File: config.mk
export PLATFORM = sky130hd
export DESIGN_NAME = vga_video_gen
export DESIGN_NICKNAME = d
export VERILOG_FILES = /design/src/rtl/vga_video_gen.sv
export SDC_FILE = /design/constraint.sdc
export NUM_CORES = 1
export LEC_CHECK = 0
export ABC_CLOCK_PERIOD_IN_PS = 5280
export CORE_MARGIN = 1.5
export CORE_UTILIZATION = 60
export CTS_BUF_LIST = sky130_fd_sc_hd__clkbuf_8
export CTS_CLUSTER_DIAMETER = 30
export DETAILED_ROUTE_END_ITERATION = 10
export PLACE_DENSITY_LB_ADDON = 0.15
export SLEW_MARGIN = 40
export SYNTH_ARGS = -nofsm -noshare
export SYNTH_HDL_FRONTEND = slang
export SYNTH_SLANG_ARGS = --single-unit
File: constraint.sdc
create_clock -name clk_pixel -period 5.28 [get_ports clk_pixel]
set_clock_uncertainty 0.2 [all_clocks]
set_input_delay 1.056 -clock clk_pixel [delete_from_list [all_inputs] [get_ports clk_pixel]]
set_output_delay 1.056 -clock clk_pixel [all_outputs]
set_load 0.01 [all_outputs]
File: src/rtl/vga_video_gen.sv
// vga_video_gen: VGA raster timing plus selectable test-pattern pixel source.
// Drives the OSD overlay stage and exports beam position and a frame counter.
module vga_video_gen #(
  parameter int unsigned c_bits_x    = 10,
  parameter int unsigned c_bits_y    = 10,
  parameter int unsigned c_h_visible = 640,
  parameter int unsigned c_h_fp      = 16,
  parameter int unsigned c_h_sync    = 96,
  parameter int unsigned c_h_bp      = 48,
  parameter int unsigned c_v_visible = 480,
  parameter int unsigned c_v_fp      = 10,
  parameter int unsigned c_v_sync    = 2,
  parameter int unsigned c_v_bp      = 33,
  parameter logic        c_hsync_pol = 1'b0,
  parameter logic        c_vsync_pol = 1'b0
) (
  input  logic                clk_pixel,
  input  logic                rstn,
  input  logic                clk_pixel_ena,
  input  logic [1:0]          i_pattern,
  input  logic [23:0]         i_color,
  output logic [7:0]          o_r,
  output logic [7:0]          o_g,
  output logic [7:0]          o_b,
  output logic                o_hsync,
  output logic                o_vsync,
  output logic                o_blank,
  output logic [c_bits_x-1:0] o_x,
  output logic [c_bits_y-1:0] o_y,
  output logic [7:0]          o_frame
);

  localparam int unsigned h_total = c_h_visible + c_h_fp + c_h_sync + c_h_bp;
  localparam int unsigned v_total = c_v_visible + c_v_fp + c_v_sync + c_v_bp;
  localparam int unsigned bar_w   = c_h_visible / 8;

  localparam logic [c_bits_x-1:0] x_last   = c_bits_x'(h_total - 1);
  localparam logic [c_bits_y-1:0] y_last   = c_bits_y'(v_total - 1);
  localparam logic [c_bits_x-1:0] x_vis    = c_bits_x'(c_h_visible);
  localparam logic [c_bits_y-1:0] y_vis    = c_bits_y'(c_v_visible);
  localparam logic [c_bits_x-1:0] hs_start = c_bits_x'(c_h_visible + c_h_fp);
  localparam logic [c_bits_x-1:0] hs_end   = c_bits_x'(c_h_visible + c_h_fp + c_h_sync);
  localparam logic [c_bits_y-1:0] vs_start = c_bits_y'(c_v_visible + c_v_fp);
  localparam logic [c_bits_y-1:0] vs_end   = c_bits_y'(c_v_visible + c_v_fp + c_v_sync);
  localparam logic [c_bits_x-1:0] bar_last = c_bits_x'(bar_w - 1);

  // Beam position, frame count, latched pattern and bar tracking state
  logic [c_bits_x-1:0] x;
  logic [c_bits_y-1:0] y;
  logic [7:0]          frame;
  logic [1:0]          pat_q;
  logic [23:0]         col_q;
  logic [2:0]          bar_idx;
  logic [c_bits_x-1:0] bar_cnt;

  // Per-pixel combinational results for the current (x,y)
  logic        frame_start_c;
  logic        blank_c;
  logic        hsync_c;
  logic        vsync_c;
  logic [1:0]  pat_c;
  logic [23:0] col_c;
  logic [23:0] rgb_c;

  // Compute sync, blank and pattern color for the pixel at (x,y)
  always_comb begin
    frame_start_c = 1'b0;
    blank_c       = 1'b1;
    hsync_c       = ~c_hsync_pol;
    vsync_c       = ~c_vsync_pol;
    pat_c         = pat_q;
    col_c         = col_q;
    rgb_c         = 24'h000000;

    frame_start_c = (x == '0) && (y == '0);
    blank_c       = (x >= x_vis) || (y >= y_vis);
    hsync_c       = ((x >= hs_start) && (x < hs_end)) ? c_hsync_pol : ~c_hsync_pol;
    vsync_c       = ((y >= vs_start) && (y < vs_end)) ? c_vsync_pol : ~c_vsync_pol;

    // The pattern sampled at frame start already governs pixel (0,0)
    if (frame_start_c) begin
      pat_c = i_pattern;
      col_c = i_color;
    end

    case (pat_c)
      2'd0:    rgb_c = {{8{~bar_idx[1]}}, {8{~bar_idx[2]}}, {8{~bar_idx[0]}}};
      2'd1:    rgb_c = (x[3] ^ y[3]) ? 24'hFFFFFF : 24'h000000;
      2'd2:    rgb_c = {x[7:0], y[7:0], frame};
      default: rgb_c = col_c;
    endcase

    if (blank_c) begin
      rgb_c = 24'h000000;
    end
  end

  // Register outputs for the current pixel and advance the raster
  always_ff @(posedge clk_pixel) begin
    if (!rstn) begin
      x       <= '0;
      y       <= '0;
      frame   <= 8'd0;
      pat_q   <= 2'd0;
      col_q   <= 24'h000000;
      bar_idx <= 3'd0;
      bar_cnt <= '0;
      o_r     <= 8'd0;
      o_g     <= 8'd0;
      o_b     <= 8'd0;
      o_blank <= 1'b1;
      o_hsync <= ~c_hsync_pol;
      o_vsync <= ~c_vsync_pol;
      o_x     <= '0;
      o_y     <= '0;
      o_frame <= 8'd0;
    end else if (clk_pixel_ena) begin
      o_r     <= rgb_c[23:16];
      o_g     <= rgb_c[15:8];
      o_b     <= rgb_c[7:0];
      o_blank <= blank_c;
      o_hsync <= hsync_c;
      o_vsync <= vsync_c;
      o_x     <= x;
      o_y     <= y;
      o_frame <= frame;

      if (frame_start_c) begin
        pat_q <= i_pattern;
        col_q <= i_color;
      end

      // Bar tracking restarts with each line so no divider is needed
      if (x == x_last) begin
        bar_idx <= 3'd0;
        bar_cnt <= '0;
      end else if (bar_cnt == bar_last) begin
        bar_idx <= bar_idx + 3'd1;
        bar_cnt <= '0;
      end else begin
        bar_cnt <= bar_cnt + c_bits_x'(1);
      end

      if (x == x_last) begin
        x <= '0;
        if (y == y_last) begin
          y     <= '0;
          frame <= frame + 8'd1;
        end else begin
          y <= y + c_bits_y'(1);
        end
      end else begin
        x <= x + c_bits_x'(1);
      end
    end
  end

endmodule

==> Yosys cells after proc, flatten, opt, wreduce, memory -nomap -nowiden <==
Index checks and enable logic that the tools add are counted.
{ "op_classes": {"reduce_logical": 11, "mux": 13, "n_addsub": 5, "n_eq_ne": 5, "bitwise": 4, "n_lt_le_gt_ge": 6} }
{ "op_table": {"columns": ["operator", "n"], "rows": [
  ["two-way mux 24 bit", 3],
  ["one-hot mux 24 bit (3 select lines)", 1],
  ["two-way mux 10 bit", 4],
  ["adder 10 x 1 -> 10 bit, second input constant", 3],
  ["equality test 10 bit, second input constant", 2],
  ["greater-or-equal comparator 10 bit, second input constant", 2],
  ["greater-or-equal comparator 10 x 9 -> 1 bit, second input constant", 2],
  ["zero test 10 bit", 2],
  ["equality test 10 x 7 -> 1 bit, second input constant", 1],
  ["< comparator 10 bit, second input constant", 1],
  ["< comparator 10 x 9 -> 1 bit, second input constant", 1],
  ["adder 8 x 1 -> 8 bit, second input constant", 1],
  ["two-way mux 3 bit", 2],
  ["AND reduction 2 bit", 2],
  ["adder 3 x 1 -> 3 bit, second input constant", 1],
  ["logical AND 1 bit", 3],
  ["inverter 1 bit", 3],
  ["AND reduction 3 bit", 1],
  ["equality test 2 x 1 -> 1 bit, second input constant", 1],
  ["equality test 2 bit, second input constant", 1],
  ["zero test 2 bit", 1],
  ["two-way mux 1 bit", 2],
  ["two-way mux 2 bit", 1],
  ["nonzero test 2 bit", 1],
  ["2 further kinds", 2]
]} }
{ "totals": {"regBits": 122, "input_bits": 29, "wordCells": 60, "output_inout_bits": 55} }

==> Logic depth before layout (Yosys ltp) <==
Gate-level depths: netlist of the first run.
{ "depth": {"word_depth": 6, "ltp_mapped": 9, "mapped_depth_nobuf": 8} }

==> Worst setup path before layout of the first run <==
No wires, ideal clock.
{ "synth_path": {"path_kind": "in2reg", "from": "input port clk_pixel_ena", "to": "register frame[3]", "path_buffers": 1, "path_stages": 7, "slack_ns": 2.612, "arrival_ns": 2.354, "setup_ns": 0.115, "t_required_ns": 4.965, "path_cell_list": "nand2_1 or4_4 buf_6 nor2_8 nand4_1 xnor2_1 and2_1"} }
{ "synth_via": {"elab_chain_len": 1} }
{ "synth_lines": {"columns": ["element", "line", "source"], "rows": [
  ["start, declared", "19", "input logic clk_pixel_ena,"],
  ["AND reduction 3 bit (no source line)", null, null],
  ["end signal, assigned", "148", "frame <= frame + 8'd1;"],
  ["end, declared", "50", "logic [7:0] frame;"]
]} }
No other way between the ends.
A chain may end at the register's enable or synchronous reset.

==> Final worst setup path of the first run <==
{ "layout_path": {"from": "register x[0]", "to": "register o_b[3]"} }
{ "layout_via": {"elab_chain_len": 6, "elab_cells_between_ends": 11, "cone_classes": "order compare: 1; eq/ne: 2; mux: 4; reduce/logical: 4"} }
{ "layout_lines": {"columns": ["element", "line", "source"], "rows": [
  ["start, declared", "48", "logic [c_bits_x-1:0] x;"],
  ["start signal, assigned", "153", "x <= x + c_bits_x'(1);"],
  ["zero test 10 bit", "75", "frame_start_c = (x == '0) && (y == '0);"],
  ["logical AND 1 bit", "75", null],
  ["two-way mux 2 bit", null, null],
  ["equality test 2 bit, or another cell as far along", "86", "case (pat_c)"],
  ["one-hot mux 24 bit (3 select lines)", "86", null],
  ["two-way mux 24 bit *", "93", "if (blank_c) begin"],
  ["end signal, assigned", "120", "o_b <= rgb_c[7:0];"],
  ["end, declared", "24", "output logic [7:0] o_b,"]
]} }
Mark *: on every way between the ends. The rest lies on a longest branch, timed or not.

==> flow_summary.ini, run 1 <==
[synth]
synth-xor-area-share_pct = 4.64
synth_edf_count = 0
yosysWarnings = 0
synth_nets = 645
synth_cell_types = 55
synth_compound_area_share_pct = 17.6
synth-seq-cells = 122
yosysMostFrequentCell = dfxtp_1
synth_top_area_share_pct = 43.2
synth-simple-area-share_pct = 22.7
synth_top_family_by_area = simple AND/OR/NAND/NOR gates
synth_area_leaders = dfxtp_1 43%, nand2_1 6.8%, mux2i_1 5.8%
synth_area_um2 = 5660
ys_seq_area_share_pct = 43.2
synth_commonest_cells = 122 x dfxtp_1, 102 x nand2_1, 35 x nor2b_1
synth_flop_cell = dfxtp_1
synthMuxAreaShare_pct = 6.24
avgSynthCellArea_um2 = 9.29
synthCells = 609
synthAdderAreaFrac_pct = 1.55
synth_top_cell_by_area = dfxtp_1
synthArstFlopShare_pct = 0

[global_route]
grtUsageTotal_pct = 29.6
grt_max_degree = 79
grt_pass1_vias = 4866
antenna_found_initial = 0
overflow = 0
grt_pass1_wl_um = 23300

[floorplan]
die_h_um = 100
fp.dieW_um = 100
io_pins = 84
coreArea_um2 = 9200
design.die.area_um2 = 10000
initial_core_util_pct = 61.5
rows = 35

[cts]
numCtsBuffers = 17
clk-insertion-delay-late_ns = 0.43
ctsHtreeMaxLevel = 4
ctsResizeCount = 0
cts_sinks = 122
cts-root-buf = clkbuf_8
cts_tree = done
clkTransAtPathRegs_ns = 0.08
post-cts-setup-buffer-count = 0
cts.path.max_buffers = 2
postCtsHoldBufs = 0

[place]
io_buffers = 83
dp_hpwl_um = 9230
gp_congestion = 0.883

[status]
status = finished clean

[setup_path]
crit_required_ns = 5.39
cp_max_fo = 24
worst_setup_path_start_kind = flip-flop
arrival_ns = 3.16
endpoint_kind = flip-flop
criticalPathCategory = flip-flop to flip-flop

[drt]
drtIter0Drc = 239
wl_um = 14000
drc = 0
vias = 4776
drtAntennaViolNets = 0
wl_per_cell_um = 17.6
routed_via_density = 6.01
dr.pass1.iters = 8

[layout]
final_util_pct = 75.1
n_antenna_cell = 0
multiInputGateArea_um2 = 3010
drive_gt1_share_pct = 9.06
syn_to_final_growth_pct = 22.0
regArea_um2 = 2440
fillers = 649
fin_nets = 707

[power]
p_per_area_nw_per_um2 = 307
peakVddDrop_uv = 190
leakage_uw = 0.00264

[timing]
finalCritPeriodShare_pct = 57.6
tns_ns = 0
rsz0062_at_grt = false
post-route-min-period_ns = 3.04
slew_violations = 0
hold_viol = 0
slew_headroom_pct = 46.6
setup_viol = 0
worst_slew_pin_slew_ns = 0.796
max_freq_mhz = 329

[job]
drv_cap = 0

[min_path]
hold_class = flip-flop to flip-flop
## per-layer routing
metal	global-route usage, %	vias to the layer above	part of all wire [%]
met3	6.69	36	5.4
met4	14.3	0	3.1
met1	36.2	2278	42
met5	0	-	0
met2	49.4	163	50
li1	-	2299	-
## cell families after synthesis
family	count (synthesis)
AOI/OAI and AO/OA	119
buffers and inverters	52
and+or+nand+nor	244
muxes	35
adders and majority gates	7
xor gates and xnor gates	30
DFF	122
## final cells by class
type	instances	share of cell area [%]
multi-input cells	435	43.7
flip-flops and latches	122	35.4
repair buffers	87	12.3
clock buffers	18	3.59
clock inverters	14	2.61
well taps	111	2.01
inverters	8	0.435
## cells in the final DEF, fill, tap and decap left out, types with 9 or more instances in the layout
| cell type | count |
|---|---|
| nand3_1 | 9 |
| nor2b_1 | 34 |
| o211ai_1 | 25 |
| nand2_1 | 101 |
| xor2_1 | 20 |
| and2_1 | 13 |
| o221a_1 | 20 |
| mux2i_1 | 33 |
| clkdlybuf4s50_1 | 81 |
| dfxtp_1 | 122 |
| a21boi_0 | 27 |
| and3_1 | 9 |
| a32oi_1 | 24 |
| nor2_1 | 31 |
| clkbuf_8 | 18 |
| inv_1 | 10 |
| nand4_1 | 12 |
| xnor2_1 | 10 |
## state kept, by name (all words and copies together), names as in the netlist, 2 cells and up
name	cells
bar_idx	3
col_q	24
o_g	8
o_x	10
frame	8
x	10
o_y	10
o_b	8
pat_q	2
y	10
o_r	8
o_frame	8
bar_cnt	10
## path summary, 6_finish.rpt
path / start / to / slack, ns / cells after the start
hold / removal: o_g[2] / o_g[2] / 0.27 / 2
setup / recovery: x[0] / o_b[3] / 2.24 / 8
setup reg to reg: x[0] / o_b[3] / 2.24 / 8
hold reg to reg: o_g[2] / o_g[2] / 0.27 / 2
## where the power goes
| part | switching [uW] | leakage [uW] | total, uW | internal [uW] |
|---|---|---|---|---|
| clock | 376 | 0.000221 | 898 | 521 |
| sequential | 26.2 | 0.000993 | 982 | 956 |
| combinational | 131 | 0.00143 | 238 | 107 |
| total | 533 | 0.00264 | 2120 | 1580 |
## per-stage QoR
stage / total power, uW / hold WS (ns) / instances / setup WS, ns / cell area, um2
detailed placement: 1240 / 0.250 / 763 / 1.93 / 6480
global route: 2190 / 0.299 / 795 / 2.10 / 6900
floorplan: 1130 / 0.241 / 609 / 2.61 / 5660
finish: 2120 / 0.266 / 795 / 2.24 / 6900
global placement: 1230 / 0.247 / 763 / 1.95 / 6440
CTS: 2120 / 0.268 / 795 / 2.32 / 6900
## worst max-delay path, stage by stage, from the launching register on
cell and delay (ns):
dfxtp_1 0.40, inv_1 0.13, ha_1 0.16, nor3b_1 0.32
and4_1 0.29, nand4_2 0.58, o221a_1 0.48, a32oi_1 0.28
nand2_1 0.09
Power figures use the tool's default switching activity.
==> run 2, diff against run 1 <==
--- a/config.mk
+++ b/config.mk
@@ -5,9 +5,9 @@
 export SDC_FILE = /design/constraint.sdc
 export NUM_CORES = 1
 export LEC_CHECK = 0
-export ABC_CLOCK_PERIOD_IN_PS = 5280
+export ABC_CLOCK_PERIOD_IN_PS = 2500
 export CORE_MARGIN = 1.5
-export CORE_UTILIZATION = 60
+export CORE_UTILIZATION = 51
 export CTS_BUF_LIST = sky130_fd_sc_hd__clkbuf_8
 export CTS_CLUSTER_DIAMETER = 30
 export DETAILED_ROUTE_END_ITERATION = 10
==> constraint.sdc (replaced) <==
create_clock -name clk_pixel -period 2.5 [get_ports clk_pixel]
set_clock_uncertainty 0.2 [all_clocks]
set_input_delay 0.5 -clock clk_pixel [delete_from_list [all_inputs] [get_ports clk_pixel]]
set_output_delay 0.5 -clock clk_pixel [all_outputs]
set_load 0.01 [all_outputs]
==> flow_summary.ini, run 2 (synthesized netlist as in run 1, its figures left out) <==
[status]
status = finished clean

[drt]
routed_via_density = 5.72
drtIter0Drc = 313
drtAntennaViolNets = 0
wl_per_cell_um = 17.1
wl_um = 14600
vias = 4877
dr.pass1.iters = 5
drc = 0

[power]
swShare_pct = 24.4
comb_power_share_pct = 12.0
leakage_uw = 0.00282
p_int_uw = 3340
pwr-share-clk_pct = 41.1
seqPwrFrac_pct = 46.9
p_per_area_nw_per_um2 = 618
peakVddDrop_uv = 331
power.switching_uw = 1080

[job]
drv_cap = 0

[cts]
cts_tree = done
numCtsBuffers = 17
ctsHtreeMaxLevel = 4
clk-insertion-delay-late_ns = 0.43
postCtsHoldBufs = 0
cts_sinks = 122
clkTransAtPathRegs_ns = 0.07
cts-root-buf = clkbuf_8
cts.path.max_buffers = 2
post-cts-setup-buffer-count = 0

[layout]
layoutNonFillerInstCount = 853
final_common_cell = dfxtp_1
drive_gt1_share_pct = 12.3
fin_nets = 736
n_antenna_cell = 0
largest_reg_flops = 24
mostFrequentLayoutCells = 122 x dfxtp_1, 102 x nand2_1, 81 x clkdlybuf4s50_1, 34 x nor2b_1, 33 x mux2i_1
regMostFlops = col_q
syn_to_final_growth_pct = 26.6

[place]
dp_hpwl_um = 10300
gp_congestion = 0.832
place_ws_ns = 0.0607
io_buffers = 83
dp_cells = 821

[timing]
slew_violations = 0
slew_headroom_pct = 48.5
tns_ns = 0
setup_viol = 0
worst_slew_pin_slew_ns = 0.769
whs_ns = 0.264
rsz0062_at_grt = false
finalCritPeriodShare_pct = 92.9
finalWorstSetupSlack_ns = 0.177
hold_viol = 0
max_freq_mhz = 431
post-route-min-period_ns = 2.32

[setup_path]
endpoint_kind = flip-flop
slowest_delay_ns = 0.60
worst_setup_path_start_kind = flip-flop
arrival_ns = 2.43
cp_slowest_cell = or4_4
crit_chain = buf_4, ha_1, nand2_1, or4_4, buf_4, nand2_2, or2_1, a21oi_1
cp_max_fo = 8
criticalPathCategory = flip-flop to flip-flop
crit_path_frequent_cell = buf_4
crit_required_ns = 2.60

[floorplan]
io_pins = 84
initial_core_util_pct = 52.2
design.die.area_um2 = 11700
die_h_um = 108
fp.dieW_um = 108
rows = 38
coreArea_um2 = 10800

[global_route]
grt_pass1_vias = 4745
grt_pass1_wl_um = 23900
grt_max_degree = 45
grtUsageTotal_pct = 26.4
overflow = 0
antenna_found_initial = 0

[min_path]
hold_class = flip-flop to flip-flop
run 2: cell count changes in the layout (fill, tap and decap cells not counted), sizes merged:
cell | before | now
bufinv | 4 | 3
clkinv | 6 | 3
clkbuf | 18 | 21
buf | 6 | 35
clkinvlp | 2 | 1
inv | 10 | 12
run 2: power groups by stage:
stage	Combinational (uW)	Clock [uW]	Sequential (uW)
floorplan	268	0	2120
global placement	512	0	2110
detailed placement	527	0	2110
CTS	529	1860	2070
global route	576	1940	2080
finish	531	1820	2070
run 2: layer usage:
| layer | wire length [um] | global-route usage, % | up-vias |
|---|---|---|---|
| met5 | 0 | 0 | - |
| met4 | 301 | 10.6 | 0 |
| met3 | 780 | 5.73 | 25 |
| met2 | 7280 | 44.1 | 143 |
| met1 | 6220 | 33.0 | 2343 |
| li1 | - | - | 2366 |
run 2: metrics by stage:
stage               cell area [um2]  util (%)  total power [uW]
floorplan                      5660         -              2390
global placement               6720      62.0              2630
detailed placement             6740      62.1              2640
CTS                            7150      66.0              4460
global route                   7160      66.1              4590
finish                         7160      66.1              4420
run 2: final cells by class:
cell class                      instances  area, um2
Fill cell                             897       3680
Inverter                                8       30.0
Multi-Input combinational cell        435       3010
Timing Repair Buffer                  116       1090
Clock inverter                         11        128
Clock buffer                           21        289
Sequential cell                       122       2440
Tap cell                              140        175
run 2: worst paths after layout:
path	from	end	slack [ns]	cells past startpoint
hold / removal	o_g[3]	o_g[3]	0.26	2
setup / recovery	x[1]	bar_idx[0]	0.18	8
setup reg to reg	x[1]	bar_idx[0]	0.18	8
hold reg to reg	o_g[3]	o_g[3]	0.26	2
run 2: worst max-delay path, delay by kind of cell (launching register included):
| kind | cells | cell delay (ns) |
|---|---|---|
| adder cells (fa/ha/maj) | 1 | 0.19 |
| buffers and inverters | 2 | 0.35 |
| AND/OR/NAND/NOR | 4 | 1.02 |
| flip-flops | 1 | 0.34 |
| AO/OA/AOI/OAI | 1 | 0.10 |
run 2: what timing repair did:
| action | in CTS | in global routing |
|---|---|---|
| resized for setup | 0 | 3 |
| hold endpoints to repair | 0 | 0 |
| endpoints found under the setup margin | 0 | 24 |
==> run 3, diff against run 2 <==
--- a/config.mk
+++ b/config.mk
@@ -12,6 +12,7 @@
 export CTS_CLUSTER_DIAMETER = 30
 export DETAILED_ROUTE_END_ITERATION = 10
 export PLACE_DENSITY_LB_ADDON = 0.15
+export SETUP_SLACK_MARGIN = 0.3
 export SLEW_MARGIN = 40
 export SYNTH_ARGS = -nofsm -noshare
 export SYNTH_HDL_FRONTEND = slang
==> flow_summary.ini, run 3 (synthesized netlist as in run 1, its figures left out) <==
[status]
status = finished clean

[global_route]
grt_pass1_vias = 4883
antenna_found_initial = 0
grt_max_degree = 46
use_met3_pct = 5.24
grtUsageTotal_pct = 27.5
met1_usage_pct = 33.6
met2_usage_pct = 46.3
top_usage_layer = met2
grt_pass1_wl_um = 24800
overflow = 0

[floorplan]
rows = 38
design.die.area_um2 = 11700
io_pins = 84
fp.dieW_um = 108
die_h_um = 108
coreArea_um2 = 10800
initial_core_util_pct = 52.2

[setup_path]
r2r-end = o_r[6]
r2r_start = y[6]
arrival_ns = 2.46
cp_max_fo = 6
reg2regPathDepth = 8
cp_slowest_cell = nor4_4
slowest_delay_ns = 0.38
reg2reg_slack_ns = 0.16
crit_chain = nor4_4, and4_4, nand4_4, buf_6, buf_16, o221a_1, a32oi_1, nand2_1
crit_required_ns = 2.62
endpoint_kind = flip-flop
criticalPathCategory = flip-flop to flip-flop
worst_setup_path_start_kind = flip-flop

[cts]
cts_tree = done
cts_sinks = 122
clk-insertion-delay-late_ns = 0.44
ctsHtreeMaxLevel = 4
numCtsBuffers = 17
postCtsHoldBufs = 0
cts-root-buf = clkbuf_8
clkTransAtPathRegs_ns = 0.07
cts.path.max_buffers = 2

[layout]
regMostFlops = col_q
layoutNonFillerInstCount = 864
multiInputGateArea_um2 = 3180
mostFrequentLayoutCells = 115 x dfxtp_1, 101 x nand2_1, 81 x clkdlybuf4s50_1, 34 x nor2b_1, 32 x mux2i_1
fin_nets = 747
final_cell_area_um2 = 7530
n_antenna_cell = 0
fillers = 840
final_common_cell = dfxtp_1
syn_to_final_growth_pct = 33.1
regArea_um2 = 2460
largest_reg_flops = 24
drive_gt1_share_pct = 16.4

[power]
leakage_uw = 0.00295
comb_power_share_pct = 13.3
pwr-share-clk_pct = 42.2
power.switching_uw = 1140
p_int_uw = 3530
swShare_pct = 24.5
p_per_area_nw_per_um2 = 620
peakVddDrop_uv = 375
p_total_uw = 4670
seqPwrFrac_pct = 44.5

[place]
gp_congestion = 0.830
dp_hpwl_um = 10100
io_buffers = 83
placed_cell_area_um2 = 6730
dp_cells = 815

[min_path]
hold_start = o_b[2]
hold_path_end = o_b[2]
hold_path_depth = 2
hold_class = flip-flop to flip-flop

[job]
drv_cap = 0

[drt]
drtIter0Drc = 297
drtAntennaViolNets = 0
vias = 5111
routed_via_density = 5.92
dr.pass1.iters = 7
wl_um = 15700
wl_per_cell_um = 18.1
drc = 0

[timing]
tns_ns = 0
slew_headroom_pct = 67.2
rsz0062_at_grt = true
slew_violations = 0
setup_viol = 0
finalCritPeriodShare_pct = 93.6
worst_slew_pin_slew_ns = 0.492
max_freq_mhz = 427
post-route-min-period_ns = 2.34
hold_viol = 0
run 3: changes by cell type in the layout (fill, tap and decap cells not counted), sizes merged:
cell	change
buf	+7
mux2	+3
bufinv	+1
clkinvlp	-1
inv	-1
clkbuf	+2
run 3: metal layers:
metal / share of wire (%) / vias up
li1: - / 2394
met1: 41 / 2483
met2: 50 / 197
met3: 6.3 / 37
met4: 3.1 / 0
met5: 0 / -
run 3: what timing repair did:
item,CTS,global route
pin swaps,14,34
hold endpoints to repair,0,0
gates resized for setup,19,19
setup buffers,11,1
setup endpoints to repair,30,52
gates cloned,5,0
run 3: critical path, delay by kind of cell, from the launching register on:
kind / cells / cell delay [ns]
and+or+nand+nor: 4 / 0.91
AOI/OAI and AO/OA: 2 / 0.44
buffers and inverters: 2 / 0.30
DFF: 1 / 0.37
run 3: worst max-delay path by stage:
| stage | end | startpoint | slack, ns | cells past startpoint |
|---|---|---|---|---|
| 6_report | o_r[6] | y[6] | 0.16 | 8 |
| 3_5_place_dp | o_b[0] | x[0] | 0.06 | 8 |
| 4_1_cts | o_r[0] | x[0] | 0.21 | 9 |
| 3_3_place_gp | o_g[4] | x[0] | -0.006 | 8 |
| 2_1_floorplan | o_b[1] | y[5] | 0.32 | 8 |
| 5_1_grt | o_r[2] | y[6] | 0.06 | 8 |
run 3: stage by stage:
stage | hold slack, ns | worst slack [ns] | util, %
after floorplan | 0.241 | 0.317 | -
after global placement | 0.246 | -0.00621 | 61.9
after detailed placement | 0.254 | 0.0647 | 62.1
after CTS | 0.268 | 0.205 | 68.6
after global routing | 0.291 | 0.0614 | 69.4
final | 0.266 | 0.159 | 69.4
run 3: layout make-up:
type                            instances  area share [%]
Tap cell                              140            2.33
Timing Repair Buffer                  124            16.4
Clock inverter                         10            1.94
Sequential cell                       122            32.7
Clock buffer                           22            4.02
Multi-Input combinational cell        438            42.3
Inverter                                8           0.399
run 3: power groups by stage:
| stage | logic, uW | clock network (uW) | registers [uW] |
|---|---|---|---|
| after global routing | 664 | 2090 | 2080 |
| after global placement | 509 | 0 | 2120 |
| after detailed placement | 523 | 0 | 2120 |
| after floorplan | 274 | 0 | 2120 |
| after CTS | 598 | 1980 | 2080 |
| final | 620 | 1970 | 2080 |
